### src/rtl/uart_rx.sv
// uart_rx: 8N1 serial receiver with mid-bit sampling, acknowledge handshake,
// frame-error and overrun reporting.
module uart_rx #(
    parameter int CLOCKS_PER_BAUD = 4
) (
    input  logic       clock_i,
    input  logic       reset_n_i,
    input  logic       rx_i,
    input  logic       ack_i,
    output logic [7:0] data_o,
    output logic       valid_o,
    output logic       frame_error_o,
    output logic       overrun_o
);
    localparam int CW = $clog2(CLOCKS_PER_BAUD) + 1;
    localparam logic [CW-1:0] FULL = CW'(CLOCKS_PER_BAUD - 1);
    localparam logic [CW-1:0] HALF = CW'(CLOCKS_PER_BAUD / 2 - 1);

    typedef enum logic [2:0] {IDLE, START, DATA, STOP, BREAK} state_t;

    state_t        r_state;
    logic [1:0]    r_sync;
    logic [CW-1:0] r_cnt;
    logic [CW-1:0] r_bit;
    logic [7:0]    r_shift;
    logic          w_rxs;
    logic          w_tick;

    assign w_rxs  = r_sync[1];
    assign w_tick = (r_cnt == '0);

    always_ff @(posedge clock_i or negedge reset_n_i) begin
        if (!reset_n_i) begin
            r_state       <= IDLE;
            r_sync        <= 2'b11;
            r_cnt         <= '0;
            r_bit         <= '0;
            r_shift       <= '0;
            data_o        <= 8'h00;
            valid_o       <= 1'b0;
            frame_error_o <= 1'b0;
            overrun_o     <= 1'b0;
        end else begin
            r_sync        <= {r_sync[0], rx_i};
            frame_error_o <= 1'b0;
            overrun_o     <= 1'b0;
            // a completing byte below overrides this clear when both coincide
            if (ack_i && valid_o)
                valid_o <= 1'b0;
            case (r_state)
                IDLE: begin
                    if (!w_rxs) begin
                        r_state <= START;
                        r_cnt   <= HALF;
                    end
                end
                START: begin
                    if (w_tick) begin
                        r_state <= w_rxs ? IDLE : DATA;
                        r_cnt   <= FULL;
                        r_bit   <= '0;
                    end else begin
                        r_cnt <= r_cnt - CW'(1);
                    end
                end
                DATA: begin
                    if (w_tick) begin
                        r_shift <= {w_rxs, r_shift[7:1]};
                        r_cnt   <= FULL;
                        if (r_bit == CW'(7))
                            r_state <= STOP;
                        else
                            r_bit <= r_bit + CW'(1);
                    end else begin
                        r_cnt <= r_cnt - CW'(1);
                    end
                end
                STOP: begin
                    if (w_tick) begin
                        if (!w_rxs) begin
                            frame_error_o <= 1'b1;
                            r_state       <= BREAK;
                        end else if (valid_o && !ack_i) begin
                            overrun_o <= 1'b1;
                            r_state   <= IDLE;
                        end else begin
                            data_o  <= r_shift;
                            valid_o <= 1'b1;
                            r_state <= IDLE;
                        end
                    end else begin
                        r_cnt <= r_cnt - CW'(1);
                    end
                end
                BREAK: begin
                    if (w_rxs)
                        r_state <= IDLE;
                end
                default: r_state <= IDLE;
            endcase
        end
    end
endmodule

### config.mk
export PLATFORM = sky130hd
export DESIGN_NAME = uart_rx
export DESIGN_NICKNAME = d
export VERILOG_FILES = /design/src/rtl/uart_rx.sv
export SDC_FILE = /design/constraint.sdc
export NUM_CORES = 1
export LEC_CHECK = 0
export CAP_MARGIN = 15
export CORE_MARGIN = 4
export CORE_UTILIZATION = 48
export DETAILED_ROUTE_END_ITERATION = 7
export PLACE_DENSITY = 0.71
export SLEW_MARGIN = 20
export SYNTH_ARGS = -nofsm -noshare
export SYNTH_HDL_FRONTEND = slang
export SYNTH_SLANG_ARGS = --single-unit
### constraint.sdc
create_clock -name clock_i -period 2 [get_ports clock_i]
set_clock_uncertainty 0.15 [all_clocks]
set_input_delay 0.5 -clock clock_i [delete_from_list [all_inputs] [get_ports clock_i]]
set_output_delay 0.5 -clock clock_i [all_outputs]
set_load 0.05 [all_outputs]
==> PnR_summary.wiki, run 1 <==
{| class="wikitable"
! Metric !! Value
|-
| Final wirelength || 2.29 mm
|-
| Transition time at the pin with the least slew margin || 0.422 ns
|-
| Sort of element at the end of the critical path || flop
|-
| CP max FO || 8
|-
| Antenna diode instance count || 0
|-
| Type of the worst min-delay path || flop to flop
|-
| Fmax || 525 MHz
|-
| Area of the die || 3740 sq um
|-
| Final setup violating endpoints || 0
|-
| Number of antenna violations at the first check in global routing || 0
|-
| Final worst slack || 0.0943 ns
|-
| Max-cap check violation count || 0
|-
| Hold path startpoint || r_sync[0]
|-
| Distinct cell type count after synthesis || 34
|-
| Post-route minimum period || 1.91 ns
|-
| DR iter-0 viols || 16
|-
| Cell count of the worst reg-to-reg path || 6
|-
| Async set-reset flop share out of synthesis || 1.00
|-
| Sum of overflow across all layers after global routing || 0
|-
| Maximum level of the CTS H-tree || 2
|-
| Overall Power || 1.84 mW
|-
| Setup repair after global routing missed its margin || false
|-
| Data required time at the worst endpoint || 2.06 ns
|-
| Sinks on Clock Net || 30
|-
| Power Density || 1150 nW/um^2
|-
| Met3 routed wirelength || 146 microns
|-
| Static Leak || 0.799 nW
|-
| CTS resizes || 0
|-
| Syn Area/Cell || 13.4 sq um
|-
| Number of flops mapped to enable cells by yosys || 0
|-
| Count of nets left with antenna violations after detail routing || 0
|-
| Clock-pin slew of the registers on the worst-case setup and hold paths || 0.09 ns
|-
| Wire length of the first global-routing pass || 3.76 mm
|-
| Post-synthesis sequential area ratio || 0.555
|-
| Element type at the critical path start || flop
|-
| Clock Root Buffer || clkbuf_4
|-
| Routability cong. || 0.718
|-
| Cells after Synth || 101
|-
| DRC violations left || 0
|-
| Layout overhead on the synthesized area || 18.3%
|-
| Nets in the synthesized netlist || 109
|-
| Result of the run || complete, no violations
|-
| Number of hold buffers added after CTS || 0
|-
| Worst-skew pair later-pin latency || 0.32 ns
|-
| Via-per-instance ratio || 5.58
|-
| Warning count from the yosys run || 0
|-
| Floorplan die height || 61.2 microns
|-
| Area of the core region || 2730 sq um
|-
| Number of global-route vias before repair || 847
|-
| Routed metal-1 wire length || 1.03 mm
|-
| Hold Path Depth || 0
|-
| HPWL after detailed placement || 1.60 mm
|-
| Number of pins with negative max-slew slack in the final report || 0
|-
| Hold Slack || 0.211 ns
|-
| I/O pin total || 15
|-
| Post-synthesis instance area || 1360 sq um
|-
| Crit Path Category || flop to flop
|-
| Number of placement rows || 19
|-
| Post-CTS Setup Bufs || 0
|-
| Maximum number of pins on one net before global-route repair || 31
|-
| Total clock buffers created by CTS || 5
|-
| Pre-CTS worst setup slack || -0.0315 ns
|-
| Launching point of the worst reg2reg path || r_cnt[0]
|-
| Net count of the finished layout || 132
|-
| Per-cell routed wire length || 14.7 microns
|-
| Count of state elements after synthesis || 30
|-
| Gr usage total || 0.141
|-
| Starting density of the core || 0.497
|-
| Met2 Wirelength || 1.10 mm
|-
| Via count || 870
|-
| Number of port buffers || 14
|-
| Die Span X || 61.2 microns
|-
| Worst endpoint data arrival time || 1.97 ns
|-
| Fin. Hold Viols || 0
|-
| Top metal layer carrying routed signals || met4
|-
| Tcrit/Tclk final || 0.953
|-
| Leading register cell type out of synthesis || dfrtp_1
|-
| Highest ir drop seen on vdd || 0.000697 V
|-
| Fraction of final layout cells with drive strength greater than 1 || 0.384
|-
| Slew HR || 0.719
|-
| CTS tree || done
|-
| Detailed-router iteration count before antenna repair || 4
|-
| Clock tree buffer depth || 2
|-
| Setup_tns || 0 ns
|-
| First element of the critical path || r_cnt[0]
|}
[report_power, final]
| part | switching [mW] | internal, mW | leakage, nW |
|---|---|---|---|
| Combinational | 0.335 | 0.328 | 0.368 |
| Sequential | 0.0894 | 0.718 | 0.396 |
| Clock | 0.204 | 0.170 | 0.0353 |
[final timing paths]
path                        endpoint  slack [ns]
min                        r_sync[1]        0.21
min in group asynchronous  overrun_o        0.40
max                        data_o[7]        0.09
max in group asynchronous  r_sync[0]        0.98
max reg2reg                data_o[7]        0.09
min reg2reg                r_sync[1]        0.21
[metal layers]
layer  up-vias  global-route usage
li1        423                   -
met5         -                   0
met3         2              0.0692
met2        22               0.224
met1       423               0.163
met4         0              0.0557
[cells by family after synthesis]
family	synth area share
fa+ha+maj	0.0369
compound gates	0.115
buf+inv	0.0286
simple gates	0.102
flops	0.555
mux	0.162
[layout make-up]
class | instances | area [sq um]
fill | 217 | 1130
sequential | 30 | 753
multi-input combinational | 63 | 566
timing repair buffer | 21 | 178
clock buffer | 7 | 55.1
tap | 31 | 38.8
inverter | 3 | 11.3
clock inverter | 1 | 5.00
[cells in the final DEF (no fill, tap or decap), drive strengths merged, types with 4 or more instances in the layout]
cell	count
a21oi	4
a22o	4
buf	18
clkbuf	7
dfrtp	28
ha	4
mux2	16
nor2	5
[cell usage after synthesis, drive strengths merged, types with 2 or more instances]
cell	count	area share
nor2b	3	0.014
nor3	2	0.0074
clkbuf	3	0.0083
and4b	2	0.018
a211o	2	0.013
inv	3	0.0083
nor2	5	0.014
dfrtp	28	0.52
mux2	16	0.15
a21oi	4	0.015
nand3b	2	0.014
nand3	2	0.0074
a22o	4	0.026
buf	2	0.012
ha	4	0.037
nand2	2	0.0055
nor4	2	0.0092
a32o	2	0.015
dfstp	2	0.039
[state kept, by name, summed over array words and instances, names as in the netlist]
name and count:
r_bit 3, overrun_o 1, r_shift 8, r_cnt 3, frame_error_o 1, r_sync 2, data_o 8, r_state 3
valid_o 1
[critical path, cell delays in order (launching register included)]
cell     delay (ns)
dfrtp_1        0.37
inv_1          0.11
ha_1           0.21
and4b_4        0.27
and4b_1        0.24
buf_12         0.15
mux2_4         0.30
[metrics by stage]
step                      utilization  cell area (sq um)  cells
final                           0.588               1610    156
after global routing            0.588               1610    156
after CTS                       0.588               1610    156
after detailed placement        0.566               1550    148
after global placement          0.566               1550    148
after floorplan                     -               1360    101
(Power assumes the default switching activity.)
==> run 2: changes to the inputs <==
CORE_UTILIZATION = 46   (was 48)
clock period = 1.6 ns   (was 2 ns; I/O delays follow)
==> run 2 against run 1 <==
The run now ends with setup timing left. Die area up 3.8%. Global-route usage up 2.0 points. Sequential share of layout area down 9.8 points. Power up 73%. Final area up 26%. Worst setup slack worse by 0.31 ns. Non-clock buffer count up 19. Critical endpoint is now data_o[1]. Largest power group is now combinational cells.
==> PnR_summary.wiki, run 2 (same netlist as run 1, synthesis figures left out) <==
{| class="wikitable"
! Metric !! Value
|-
| Area of the core region || 2780 sq um
|-
| Fmax || 550 MHz
|-
| Sinks on Clock Net || 30
|-
| Number of placement rows || 19
|-
| Power Density || 1570 nW/um^2
|-
| CTS tree || done
|-
| Slew HR || 0.743
|-
| Detailed-router iteration count before antenna repair || 4
|-
| DRC violations left || 0
|-
| Violations in the final reports || setup timing
|-
| Final worst slack || -0.217 ns
|-
| Sort of element at the end of the critical path || flop
|-
| Floorplan die height || 62.3 microns
|-
| Via-per-instance ratio || 5.44
|-
| Post-route minimum period || 1.82 ns
|-
| Sum of overflow across all layers after global routing || 0
|-
| Number of port buffers || 14
|-
| Worst-skew pair later-pin latency || 0.33 ns
|-
| Layout overhead on the synthesized area || 49.7%
|-
| Result of the run || finished with violations
|-
| Net count of the finished layout || 151
|-
| Transition time at the pin with the least slew margin || 0.381 ns
|-
| Final setup violating endpoints || 21
|-
| Commonest cells after routing, fill and taps aside || dfrtp_1, buf_4, buf_12
|-
| Tcrit/Tclk final || 1.14
|-
| Number of antenna violations at the first check in global routing || 0
|-
| Crit Path Category || flop to flop
|-
| Clock-pin slew of the registers on the worst-case setup and hold paths || 0.10 ns
|-
| DR iter-0 viols || 18
|-
| Routability cong. || 0.840
|-
| Highest ir drop seen on vdd || 0.00160 V
|-
| Clock Root Buffer || clkbuf_4
|-
| Total clock buffers created by CTS || 5
|-
| Number of global-route vias before repair || 1,014
|-
| Largest registers in the final layout || data_o x8, r_shift x8
|-
| Cell family with most CP delay || simple AND/OR/NAND/NOR gates
|-
| Longest individual stage delay on the worst path || 0.40 ns
|-
| CP max FO || 8
|-
| Type of the worst min-delay path || flop to flop
|-
| Element type at the critical path start || flop
|-
| Instance area after placement || 1800 sq um
|-
| Post-Layout Inst Area || 2030 sq um
|-
| Clock tree buffer depth || 2
|-
| Final wirelength || 2.96 mm
|-
| Wire length of the first global-routing pass || 4.86 mm
|-
| Maximum number of pins on one net before global-route repair || 31
|-
| Antenna diode instance count || 0
|-
| Cell chain of the critical path || inv_2 > ha_4 > and4b_4 > and4b_1 > buf_12 > mux2_4
|-
| Slowest stage cell, crit path || dfrtp_1
|-
| Data required time at the worst endpoint || 1.67 ns
|-
| Setup repair after global routing missed its margin || true
|-
| I/O pin total || 15
|-
| Number of hold buffers added after CTS || 0
|-
| Starting density of the core || 0.488
|-
| Number of pins with negative max-slew slack in the final report || 0
|-
| Per-cell routed wire length || 16.9 microns
|-
| Fin. Hold Viols || 0
|-
| Area of the die || 3880 sq um
|-
| Gr usage total || 0.161
|-
| Worst endpoint data arrival time || 1.88 ns
|-
| Sum of buffers and inverters on the critical path || 2
|-
| Static Leak || 0.980 nW
|-
| Die Span X || 62.3 microns
|-
| Max-cap check violation count || 0
|-
| Fraction of final layout cells with drive strength greater than 1 || 0.542
|-
| HPWL after detailed placement || 1.91 mm
|-
| Setup_tns || -2.79 ns
|-
| Maximum level of the CTS H-tree || 2
|-
| Count of nets left with antenna violations after detail routing || 0
|-
| Via count || 952
|-
| Leading cell type in the layout, fill and taps excluded || dfrtp_1
|}
[run 2: cell types whose count changed in the layout (fill, tap and decap cells not counted), sizes merged]
cell    delta
buf       +19
clkbuf     -1
bufinv     +2
clkinv     -1
[run 2: worst paths after layout]
check,start,endpoint,slack (ns),depth (start not counted)
worst max-delay path,r_cnt[1],data_o[1],-0.22,6
worst min-delay path,r_sync[0],r_sync[1],0.22,0
worst max register to register,r_cnt[1],data_o[1],-0.22,6
worst min register to register,r_sync[0],r_sync[1],0.22,0
max in group asynchronous,reset_n_i,r_sync[0],0.80,2
min in group asynchronous,reset_n_i,data_o[2],0.26,2
[run 2: layout make-up]
cell class                      instances  area, sq um
Clock buffer                            6         51.3
Clock inverter                          2         60.1
Fill cell                             178          749
Inverter                                3         11.3
Multi-Input combinational cell         63          639
Sequential cell                        30          753
Tap cell                               31         38.8
Timing Repair Buffer                   40          478
[run 2: layer usage]
metal  global-route usage  share of wire  vias up
met5                    0              0        -
met4               0.0716          0.016        0
met3               0.0595          0.033        4
met2                0.262           0.51       15
met1                0.189           0.44      477
li1                     -              -      456
[run 2: through the flow]
| step | setup WS, ns | cells | hold slack (ns) | util | power, mW |
|---|---|---|---|---|---|
| 2_1_floorplan | -0.170 | 101 | -0.0456 | - | 1.62 |
| 3_3_place_gp | -0.335 | 162 | 0.197 | 0.649 | 2.06 |
| 3_5_place_dp | -0.366 | 162 | 0.205 | 0.649 | 2.11 |
| 4_1_cts | -0.196 | 173 | 0.220 | 0.709 | 3.03 |
| 5_1_grt | -0.267 | 175 | 0.225 | 0.731 | 3.37 |
| 6_report | -0.217 | 175 | 0.218 | 0.731 | 3.18 |
[run 2: power breakdown]
part           switching, mW  internal [mW]  leakage, nW  total, mW
combinational          0.615          0.768        0.526       1.38
clock                  0.272          0.529       0.0585      0.802
sequential             0.103          0.897        0.396       1.00
[run 2: timing repair]
item | 4_1_cts | 5_1_grt
resized for setup | 7 | 10
endpoints found under the setup margin | 20 | 24
pin swaps | 5 | 6
setup buffers | 3 | 2
cloned | 0 | 0
==> run 3: changes to the inputs <==
CORE_ASPECT_RATIO = 1.4   (was not set)
PLACE_DENSITY = 0.68   (was 0.71)
TNS_END_PERCENT = 10   (was not set)
clock period = 1.94 ns   (was 1.6 ns; I/O delays follow)
==> run 3 against run 2 <==
The flow now finishes without violations. Flip-flop and latch count did not move. First-iteration DRC count fell by 44%. Final area fell by 17%. Wire length fell by 21%. Via count fell by 9.9%. Largest power group is now sequential cells. Non-clock buffer count fell by 18. Register-to-register slack improved by 0.31 ns. Sequential power fell by 17%. Core utilization fell by 14 points.
==> PnR_summary.wiki, run 3 (same netlist as run 1, synthesis figures left out) <==
{| class="wikitable"
! Metric !! Value
|-
| Result of the run || complete, no violations
|-
| Min-Delay Endpoint || r_sync[1]
|-
| Number of hold buffers added after CTS || 0
|-
| Post-CTS Setup Bufs || 0
|-
| Crit Path Category || flop to flop
|-
| Clock Root Buffer || clkbuf_8
|-
| Fmax || 542 MHz
|-
| Number of antenna violations at the first check in global routing || 0
|-
| Data required time at the worst endpoint || 1.96 ns
|-
| Die Span X || 53.9 microns
|-
| R2R setup slack || 0.09 ns
|-
| Floorplan die height || 72.3 microns
|-
| Fin. Hold Viols || 0
|-
| Routability cong. || 0.768
|-
| Worst-skew pair later-pin latency || 0.28 ns
|-
| Leading cell type in the layout, fill and taps excluded || dfrtp_1
|-
| Via count || 858
|-
| I/O pin total || 15
|-
| CTS tree || done
|-
| Total clock buffers created by CTS || 5
|-
| Final wirelength || 2.33 mm
|-
| Per-cell routed wire length || 14.3 microns
|-
| Clock-pin slew of the registers on the worst-case setup and hold paths || 0.07 ns
|-
| Number of pins with negative max-slew slack in the final report || 0
|-
| Detailed-router iteration count before antenna repair || 4
|-
| Type of the worst min-delay path || flop to flop
|-
| Overall Power || 2.19 mW
|-
| Post-route minimum period || 1.85 ns
|-
| Element type at the critical path start || flop
|-
| Setup repair after global routing missed its margin || false
|-
| DR iter-0 viols || 10
|-
| Filler-free cell count of the finished design || 163
|-
| Sort of element at the end of the critical path || flop
|-
| Fillers || 238
|-
| Count of nets left with antenna violations after detail routing || 0
|-
| Hold path startpoint || r_sync[0]
|-
| Clock tree buffer depth || 2
|-
| Final setup violating endpoints || 0
|-
| Largest registers in the final layout || data_o x8, r_shift x8
|-
| Commonest cells after routing, fill and taps aside || dfrtp_1, buf_4, mux2_4, mux2_2
|-
| Tcrit/Tclk final || 0.951
|-
| CP max FO || 8
|-
| Highest ir drop seen on vdd || 0.000901 V
|-
| Fraction of final layout cells with drive strength greater than 1 || 0.421
|-
| Layout overhead on the synthesized area || 24.0%
|-
| Cell count of the worst reg-to-reg path || 6
|-
| Antenna diode instance count || 0
|-
| Transition time at the pin with the least slew margin || 0.429 ns
|-
| Gr usage total || 0.147
|-
| Inst Count DP || 155
|-
| Static Leak || 0.825 nW
|-
| Area of the core region || 2850 sq um
|-
| Slew HR || 0.714
|-
| Launching point of the worst reg2reg path || r_cnt[1]
|-
| Maximum level of the CTS H-tree || 2
|-
| Sum of overflow across all layers after global routing || 0
|-
| Max-cap check violation count || 0
|-
| Number of port buffers || 14
|-
| Net count of the finished layout || 133
|-
| Endpoint of the most critical register-to-register path || data_o[7]
|-
| Area of the die || 3900 sq um
|-
| Via-per-instance ratio || 5.26
|-
| Wire length of the first global-routing pass || 4.04 mm
|-
| Power Density || 1300 nW/um^2
|-
| Worst endpoint data arrival time || 1.86 ns
|-
| Sinks on Clock Net || 30
|-
| Hold Path Depth || 0
|-
| Maximum number of pins on one net before global-route repair || 31
|-
| Number of placement rows || 23
|-
| DRC violations left || 0
|-
| Starting density of the core || 0.477
|-
| Number of global-route vias before repair || 885
|-
| HPWL after detailed placement || 1.67 mm
|-
| Setup_tns || 0 ns
|}
run 3: changes by cell type in the layout (fill, tap and decap cells not counted), sizes merged:
cell    before  now
bufinv       2    1
clkbuf       6    5
buf         37   19
clkinv       0    2
run 3: per-stage QoR:
step / worst slack [ns] / hold WS [ns] / utilization / cell area [sq um]
final: 0.0945 / 0.206 / 0.591 / 1680
after global routing: 0.00310 / 0.211 / 0.591 / 1680
after CTS: 0.0158 / 0.206 / 0.587 / 1670
after detailed placement: -0.0792 / 0.197 / 0.548 / 1560
after global placement: -0.0747 / 0.196 / 0.548 / 1560
after floorplan: 0.160 / 0.0394 / - / 1360
run 3: layer usage:
metal | vias up | global-route usage | share of wire
met5 | - | 0 | 0
met4 | 0 | 0.0852 | 0.027
met3 | 7 | 0.0431 | 0.042
met2 | 16 | 0.224 | 0.50
met1 | 418 | 0.181 | 0.43
li1 | 417 | - | -
run 3: repair_timing:
item / 4_1_cts / 5_1_grt
pin swaps: 0 / 0
setup endpoints to repair: 1 / 16
cloned: 0 / 0
gates resized for setup: 1 / 3
run 3: report_power, final:
group	switching (mW)	leakage, nW	internal [mW]	total (mW)
clock	0.236	0.0579	0.377	0.614
sequential	0.0853	0.396	0.742	0.827
combinational	0.372	0.372	0.374	0.746
run 3: worst max-delay path, cell delays in order, from the launching register on:
cell and delay, ns:
dfrtp_1 0.40, inv_2 0.09, ha_4 0.14, and4b_4 0.27, and4b_1 0.24, buf_12 0.14, mux2_4 0.30
run 3: how the worst max path moves through the flow:
stage,start,endpoint,cells after the start
after global placement,ack_i,data_o[0],5
after global routing,r_cnt[1],data_o[6],6
after floorplan,r_cnt[0],data_o[0],6
after detailed placement,ack_i,data_o[7],5
final,r_cnt[1],data_o[7],6
after CTS,r_cnt[0],data_o[7],6
run 3: area by class of cell:
cell class | count | area, sq um | area share
Sequential cell | 30 | 753 | 0.448
Clock buffer | 5 | 68.8 | 0.0409
Clock inverter | 3 | 40.0 | 0.0238
Multi-Input combinational cell | 63 | 578 | 0.343
Timing Repair Buffer | 22 | 185 | 0.110
Inverter | 3 | 11.3 | 0.00669
Tap cell | 37 | 46.3 | 0.0275
